<file path="src/rtl/video_pixel_pipe.sv">
// Pixel colour stage: framebuffer address issue, palette/grayscale/bars/border colouring, sync realignment.
// Latency RD_LAT+2 cycles from x/y to r/g/b; no backpressure, one pixel per clock.
module video_pixel_pipe #(
  parameter int H_ACTIVE    = 640,
  parameter int V_ACTIVE    = 480,
  parameter int DATA_W      = 4,
  parameter int ADDR_W      = 24,
  parameter int SCALE_SHIFT = 0,
  parameter int RD_LAT      = 2,
  parameter logic [ADDR_W-1:0] BASE_ADDR = '0
) (
  input  logic              clk,
  input  logic              rst,
  input  logic [9:0]        x,
  input  logic [9:0]        y,
  input  logic              de_in,
  input  logic              hsync_in,
  input  logic              vsync_in,
  input  logic [1:0]        mode,
  input  logic              border_en,
  output logic [ADDR_W-1:0] mem_addr,
  output logic              mem_rd,
  input  logic [DATA_W-1:0] mem_data,
  input  logic              pal_we,
  input  logic [DATA_W-1:0] pal_idx,
  input  logic [23:0]       pal_rgb,
  output logic [7:0]        r,
  output logic [7:0]        g,
  output logic [7:0]        b,
  output logic              de_out,
  output logic              hsync_out,
  output logic              vsync_out,
  output logic [7:0]        frame_cnt
);
  localparam int DLY   = RD_LAT + 1;
  localparam int PAL_N = 1 << DATA_W;

  typedef struct packed {
    logic       de;
    logic       hs;
    logic       vs;
    logic [9:0] x;
    logic [9:0] y;
  } sync_t;

  localparam sync_t SYNC_IDLE = '{de: 1'b0, hs: 1'b1, vs: 1'b1, x: 10'd0, y: 10'd0};

  function automatic logic [7:0] expand(input logic [DATA_W-1:0] v);
    logic [7:0] e;
    e = '0;
    for (int i = 0; i < 8; i++) e[7-i] = v[DATA_W-1-(i % DATA_W)];
    return e;
  endfunction

  logic [1:0]        mode_q;
  logic              vs_prev_q;
  logic [7:0]        frame_q;
  logic [ADDR_W-1:0] mem_addr_q;
  logic              mem_rd_q;
  sync_t             sh_q [DLY];
  logic [23:0]       pal_q [PAL_N];
  logic [23:0]       rgb_q;
  logic              de_q, hs_q, vs_q;

  logic [31:0]       lin_d;
  logic [ADDR_W-1:0] addr_d;
  logic              rd_d;

  always_comb begin
    lin_d  = 32'(y >> SCALE_SHIFT) * 32'(H_ACTIVE >> SCALE_SHIFT) + 32'(x >> SCALE_SHIFT);
    addr_d = BASE_ADDR + ADDR_W'(lin_d);
    rd_d   = de_in & ~mode_q[1];
  end

  always_ff @(posedge clk or posedge rst) begin
    if (rst) begin
      mem_addr_q <= '0;
      mem_rd_q   <= 1'b0;
    end else begin
      mem_rd_q <= rd_d;
      if (rd_d) mem_addr_q <= addr_d;
    end
  end

  // Mode only changes at frame start so a frame never mixes two styles.
  always_ff @(posedge clk or posedge rst) begin
    if (rst) begin
      vs_prev_q <= 1'b1;
      mode_q    <= 2'd0;
      frame_q   <= 8'd0;
    end else begin
      vs_prev_q <= vsync_in;
      if (vs_prev_q && !vsync_in) begin
        mode_q  <= mode;
        frame_q <= frame_q + 8'd1;
      end
    end
  end

  always_ff @(posedge clk or posedge rst) begin
    if (rst) begin
      for (int i = 0; i < DLY; i++) sh_q[i] <= SYNC_IDLE;
    end else begin
      sh_q[0] <= '{de: de_in, hs: hsync_in, vs: vsync_in, x: x, y: y};
      for (int i = 1; i < DLY; i++) sh_q[i] <= sh_q[i-1];
    end
  end

  always_ff @(posedge clk or posedge rst) begin
    if (rst) begin
      for (int i = 0; i < PAL_N; i++) pal_q[i] <= {3{expand(DATA_W'(i))}};
    end else if (pal_we) begin
      pal_q[pal_idx] <= pal_rgb;
    end
  end

  sync_t       cur;
  logic [2:0]  bar;
  logic        on_edge;
  logic [23:0] rgb_d;

  // Palette lookup reads the pre-write entry when a write lands on the same edge.
  always_comb begin
    cur     = sh_q[DLY-1];
    bar     = 3'(cur.x / 10'(H_ACTIVE / 8));
    on_edge = (cur.x == 10'd0) || (cur.x == 10'(H_ACTIVE - 1)) ||
              (cur.y == 10'd0) || (cur.y == 10'(V_ACTIVE - 1));
    rgb_d   = '0;
    if (!cur.de) begin
      rgb_d = '0;
    end else if (border_en && on_edge) begin
      rgb_d = '1;
    end else begin
      case (mode_q)
        2'd0:    rgb_d = {3{expand(mem_data)}};
        2'd1:    rgb_d = pal_q[mem_data];
        2'd2:    rgb_d = {{8{bar[2]}}, {8{bar[1]}}, {8{bar[0]}}};
        default: rgb_d = '0;
      endcase
    end
  end

  always_ff @(posedge clk or posedge rst) begin
    if (rst) begin
      rgb_q <= '0;
      de_q  <= 1'b0;
      hs_q  <= 1'b1;
      vs_q  <= 1'b1;
    end else begin
      rgb_q <= rgb_d;
      de_q  <= cur.de;
      hs_q  <= cur.hs;
      vs_q  <= cur.vs;
    end
  end

  assign mem_addr  = mem_addr_q;
  assign mem_rd    = mem_rd_q;
  assign r         = rgb_q[23:16];
  assign g         = rgb_q[15:8];
  assign b         = rgb_q[7:0];
  assign de_out    = de_q;
  assign hsync_out = hs_q;
  assign vsync_out = vs_q;
  assign frame_cnt = frame_q;
endmodule

</file>
<file path="config.mk">
export PLATFORM = sky130hd
export DESIGN_NAME = video_pixel_pipe
export DESIGN_NICKNAME = d
export VERILOG_FILES = /design/src/rtl/video_pixel_pipe.sv
export SDC_FILE = /design/constraint.sdc
export NUM_CORES = 1
export LEC_CHECK = 0
export ABC_AREA = 1
export BUFFER_PORTS_ARGS = -buffer_cell sky130_fd_sc_hd__buf_2
export CAP_MARGIN = 20
export CORE_UTILIZATION = 35
export CTS_BUF_LIST = sky130_fd_sc_hd__clkbuf_4
export DETAILED_ROUTE_END_ITERATION = 16
export MAX_ROUTING_LAYER = met4
export PLACE_DENSITY_LB_ADDON = 0.05
export REMOVE_ABC_BUFFERS = 1
export SLEW_MARGIN = 5
export SYNTH_ARGS = -nofsm -noshare
export SYNTH_HDL_FRONTEND = slang
export SYNTH_SLANG_ARGS = --single-unit
</file>
<file path="constraint.sdc">
create_clock -name clk -period 20.7 [get_ports clk]
set_input_delay 1.035 -clock clk [delete_from_list [all_inputs] [get_ports clk]]
set_output_delay 1.035 -clock clk [all_outputs]
set_load 0.01 [all_outputs]
</file>
---- Word level (Yosys, flattened, before mapping) ----
Index checks and enable logic that the tools add are counted.
word-level totals
  word-level logic and storage cells ...... 73
  flip-flop bits (word level) ............. 515
  input bits .............................. 61
  output and inout bits ................... 60
cells by class
  reduce and logical (&&, ||, !) cells .... 10
  equality and inequality tests ........... 4
  $add $sub $neg .......................... 2
  order comparisons ....................... 3
  multiply operators ...................... 1
  mux-type cells .......................... 9
  div/mod/pow operators ................... 1
  bitwise operators ....................... 4
operators with widths
  kind                   number
  $bwmux 384             1
  $mux 24                5
  $bmux 24 s4            1
  $demux 24 s4           1
  $pmux 24 s3            1
  $add 20x10->21         1
  $logic_not 10->1       2
  $mul 10x3->13 const B  1
  $div 10x7->10 const B  1
  $eq 10x10->1 const B   1
  $eq 10x9->1 const B    1
  $ge 5x5->1 const B     2
  $not 4->5              2
  $add 8x1->8 const B    1
  $lt 5x1->1 const B     1
  $logic_and 1x1->1      3
  $logic_or 1x1->1       3
  $eq 2x1->1 const B     1
  $eq 2x2->1 const B     1
  $logic_not 2->1        1
  $and 1x1->1            1
  $logic_not 1->1        1
  $not 1->1              1

---- Logic depth before layout (Yosys ltp) ----
  word-level depth ........................ 7
  gate-level depth with buffers ........... 17
  mapped depth without buffers ............ 17

---- Least setup slack after synthesis ----
OpenSTA, ideal clock, no wires.
  path kind ............................... input to register
  start ................................... in y[1]
  end ..................................... reg mem_addr_q[16], in the netlist mem_addr[16]
  arrival time ............................ 2,788 ps
  library setup time ...................... 132 ps
  path slack .............................. 17,781 ps
  required time ........................... 20,568 ps
  path buffers ............................ 0
  cell stages on the path ................. 11
  cells stage by stage .................... ha_1 > ha_1 > inv_1 > fa_1 > xnor2_1 > nand2_1 > nor2_1 > nand2_1 > nor2_2 > xor2_1 > o21ai_1
on the way
  word-level cells in the longest chain between the ends .. 2
ends and longest elaborated chain
  item                    RTL line  text
  start: declaration      15        input logic [9:0] y,
  $mul 10x3->13           70        lin_d = 32'(y >> SCALE_SHIFT) * 32'(H_ACTIVE >> SCALE_SHIFT) + 32'(x >> SCALE_SHIFT);
  $add 20x10->21          70
  end signal: assignment  81        if (rd_d) mem_addr_q <= addr_d;
  end: declaration        58        logic [ADDR_W-1:0] mem_addr_q;
Every way passes these cells.
A chain may end at the register's enable or synchronous reset.

==> results by group <==
Critical path
  • CP arrival: 4.54 ns
  • CP Cell Sequence: buf_2 -> inv_8 -> buf_4 -> buf_4 -> buf_4
  • Worst path slowest cell: buf_4
  • CP Launch Type: primary input
  • Crit-path max FO: 117
  • CP peak stage delay: around 0.85 ns
  • Crit Reg-Reg Endpoint: mem_addr[15]
  • R2r worst-path depth: 5
  • Worst Setup Path Type: primary input to asynchronous set/reset pin
  • Most frequent CP cell: buf_4
  • CP required: around 22 ns
  • Largest delay share family, worst path: buffers and inverters
  • CP Buf/Inv Count: 5
  • FF-to-FF Start: mode_q[1]
  • R2R setup slack: 18.37 ns
  • Endpoint type of the worst setup path: asynchronous set/reset pin

Die
  • Die Y: 254 um
  • Ports: 121
  • Initial Util: 0.353
  • Die area: 0.0646 mm2
  • Die width: 254 um
  • Core Area: approximately 0.063 mm2
  • Site row count: about 90

Final layout
  • Total Nets Final: 2,655
  • Multi-input logic area: 0.00800 mm2
  • Storage cell area: 0.0131 mm2
  • Layout cells sized above 1: 0.231
  • Final core occ: 0.403
  • Area Overhead vs Synth: 14.1%
  • Fillers: 6,504

STA
  • Fmax: 281 MHz
  • Final hold vios: 0
  • Final setup violation count: 0
  • Fin Hold WS: approximately 0.14 ns
  • Worst-margin pin slew: 1.05 ns
  • Tcrit/Tclk final: 0.172
  • Clk_skew: 0.0445 ns
  • RSZ-0062 raised after global routing: false
  • Max Slew Vio Count: 0
  • Setup TNS Final: 0 ns
  • Tmin final: around 3.6 ns
  • Worst slew margin: 0.301

Clock network
  • Post-CTS Setup Repair Bufs: 0
  • Clock Latency Late Sink: 1.01 ns
  • CTS buffer count: 149
  • Root buf cell: clkbuf_4
  • Deepest clock path buffer count: 3
  • H-tree depth: 4
  • Hold Buf Count CTS: 0
  • Worst-path clk slew: around 0.060 ns
  • Post-CTS Resized: 0
  • CTS Sinks: 512
  • Clock tree from TritonCTS: yes

Routing
  • Top sig layer: met4
  • Met2 WL: 33,500 um
  • M1 wire length: 31,600 um
  • Average wire per standard cell: 19.9 um
  • Via count: 18.0k
  • Vias per cell: around 5
  • ANT nets after route: 0
  • WL met3: approximately 3900 um
  • Final WL: 70,500 um
  • Initial DRC Count: 1,243
  • Drt pass-1 iters: 14
  • Drt drc: 1

Yosys
  • Synth top area cells: dfrtp_1 35%, dfstp_2 24%, o21ai_0 13%
  • Synthesis-stage register bit count: roughly 500
  • Post-synth top area cell: dfrtp_1
  • Avg Synthesized Cell Area: 9.01 um2
  • Warnings from Yosys: 0
  • Most frequent cells after synthesis: 575 x o21ai_0, 566 x nand2_1, 312 x dfrtp_1, 231 x nor2_1, 200 x dfstp_2
  • Netlist Area Pre-Place: 0.0222 mm2
  • Post-synth ARST share: 1.00
  • Post-synth top flop: dfrtp_1
  • Post-synth EDFFs: 0
  • Gate Count Post-Synth: around 2.5k
  • Yosys top cell area share: 0.351
  • Most common cell in the synthesized netlist: o21ai_0
  • Cell variety after synth: 37
  • Post-synthesis sequential area ratio: 0.587

Power and ir drop
  • Peak VDD IR: 48.6 uV
  • Power Density: 108 mW/mm2
  • Leakage power: 11.7 nW

Place
  • I/O Buffers: roughly 120
  • HPWL after detailed placement: between 30,000 and 40,000 um
  • Final Wtd Congestion: 0.781

Worst hold path
  • HP Class: primary input to register
  • Worst Hold Path EP: sh_q[67]
  • Hold Path Stages: 1
  • Hold Startpoint: hsync_in

Global routing
  • Vias in the first global route: about 18k
  • Largest net degree at the start of global routing: 119
  • GRT Overall Usage: 0.233
  • Overflow after GRT: 0
  • First-pass GRT wire length: 108,000 um
  • Initial antenna violation count: 5

Run status
  • Violated checks: DRC
  • Outcome: complete, but fails checks

Run
  • MaxCap Viol Count: 0
==> per-stage QoR <==
stage               setup slack, ns  cells  power [mW]  instance area (um2)
floorplan                      5.70   2274        1.59                21400
global placement              16.05   3267        1.73                23300
detailed placement            15.99   3267        1.74                23300
CTS                           17.10   3538        2.78                25300
global route                  16.74   3550        2.92                25400
finish                        17.14   3550        2.73                25400
==> per-layer routing <==
layer  track usage  up-vias
met5             -        -
met4        0.0862        0
met3        0.0505      122
met2         0.367      495
met1         0.292     8793
li1              -     8590
==> cell usage in the layout, fill, tap and decap left out, types with 2 or more instances in the layout <==
master	instances
a21oi_1	17
conb_1	3
clkinv_1	25
a22o_1	2
dfstp_2	200
nor2_2	2
o221ai_1	63
nand3_2	3
o211ai_1	17
nand2_1	554
bufinv_16	4
inv_1	95
xnor2_1	3
clkbuf_4	232
o21ai_0	575
buf_2	115
o21ai_1	24
o22ai_1	35
clkinvlp_4	5
dfrtp_1	311
inv_2	9
nor4_1	3
inv_8	2
nor3_1	2
nand4_1	25
nand2_2	14
ha_1	20
xor2_1	9
buf_4	31
fa_1	2
nand3_1	49
nor2_1	230
diode_2	12
==> area by class of cell <==
| type | instances | share of cell area |
|---|---|---|
| Sequential cell | 512 | 0.515 |
| Timing Repair Buffer | 147 | 0.0323 |
| Multi-Input combinational cell | 1661 | 0.315 |
| Clock inverter | 39 | 0.0106 |
| Tap cell | 846 | 0.0417 |
| Antenna cell | 12 | 0.00118 |
| Clock buffer | 232 | 0.0686 |
| Inverter | 101 | 0.0155 |
==> where the power goes <==
part / internal [mW] / switching [mW] / leakage [nW]
clock network: 0.558 / 0.449 / 1.19
logic: 0.145 / 0.242 / 4.49
registers: 1.24 / 0.0990 / 5.99
total: 1.94 / 0.790 / 11.7
==> worst max-delay path by stage <==
stage	start	depth (start not counted)	end	slack, ns
after floorplan	rst	1	cur[0]	5.70
after global placement	rst	5	pal_q[81]	16.05
after detailed placement	rst	5	pal_q[81]	15.99
after CTS	rst	5	pal_q[81]	17.10
after global routing	rst	5	pal_q[273]	16.74
final	rst	5	pal_q[273]	17.14
==> cell families after synthesis <==
| group | after synthesis | share of synthesized area |
|---|---|---|
| adder cells (fa/ha/maj) | 22 | 0.0131 |
| multiplexers | 1 | 0.000450 |
| other | 1 | 0.000169 |
| AND/OR/NAND/NOR | 887 | 0.157 |
| buffers and inverters | 296 | 0.0566 |
| flip-flops | 512 | 0.587 |
| AO/OA/AOI/OAI | 736 | 0.181 |
| XOR/XNOR | 12 | 0.00473 |
==> sequential cells by signal (all words and copies together) (netlist names) <==
signal     count
cur           23
rgb_q         24
vsync_out      1
mode_q         2
de_out         1
mem_rd         1
pal_q        384
frame_cnt      8
hsync_out      1
sh_q          46
mem_addr      21
(Power assumes the default switching activity.)
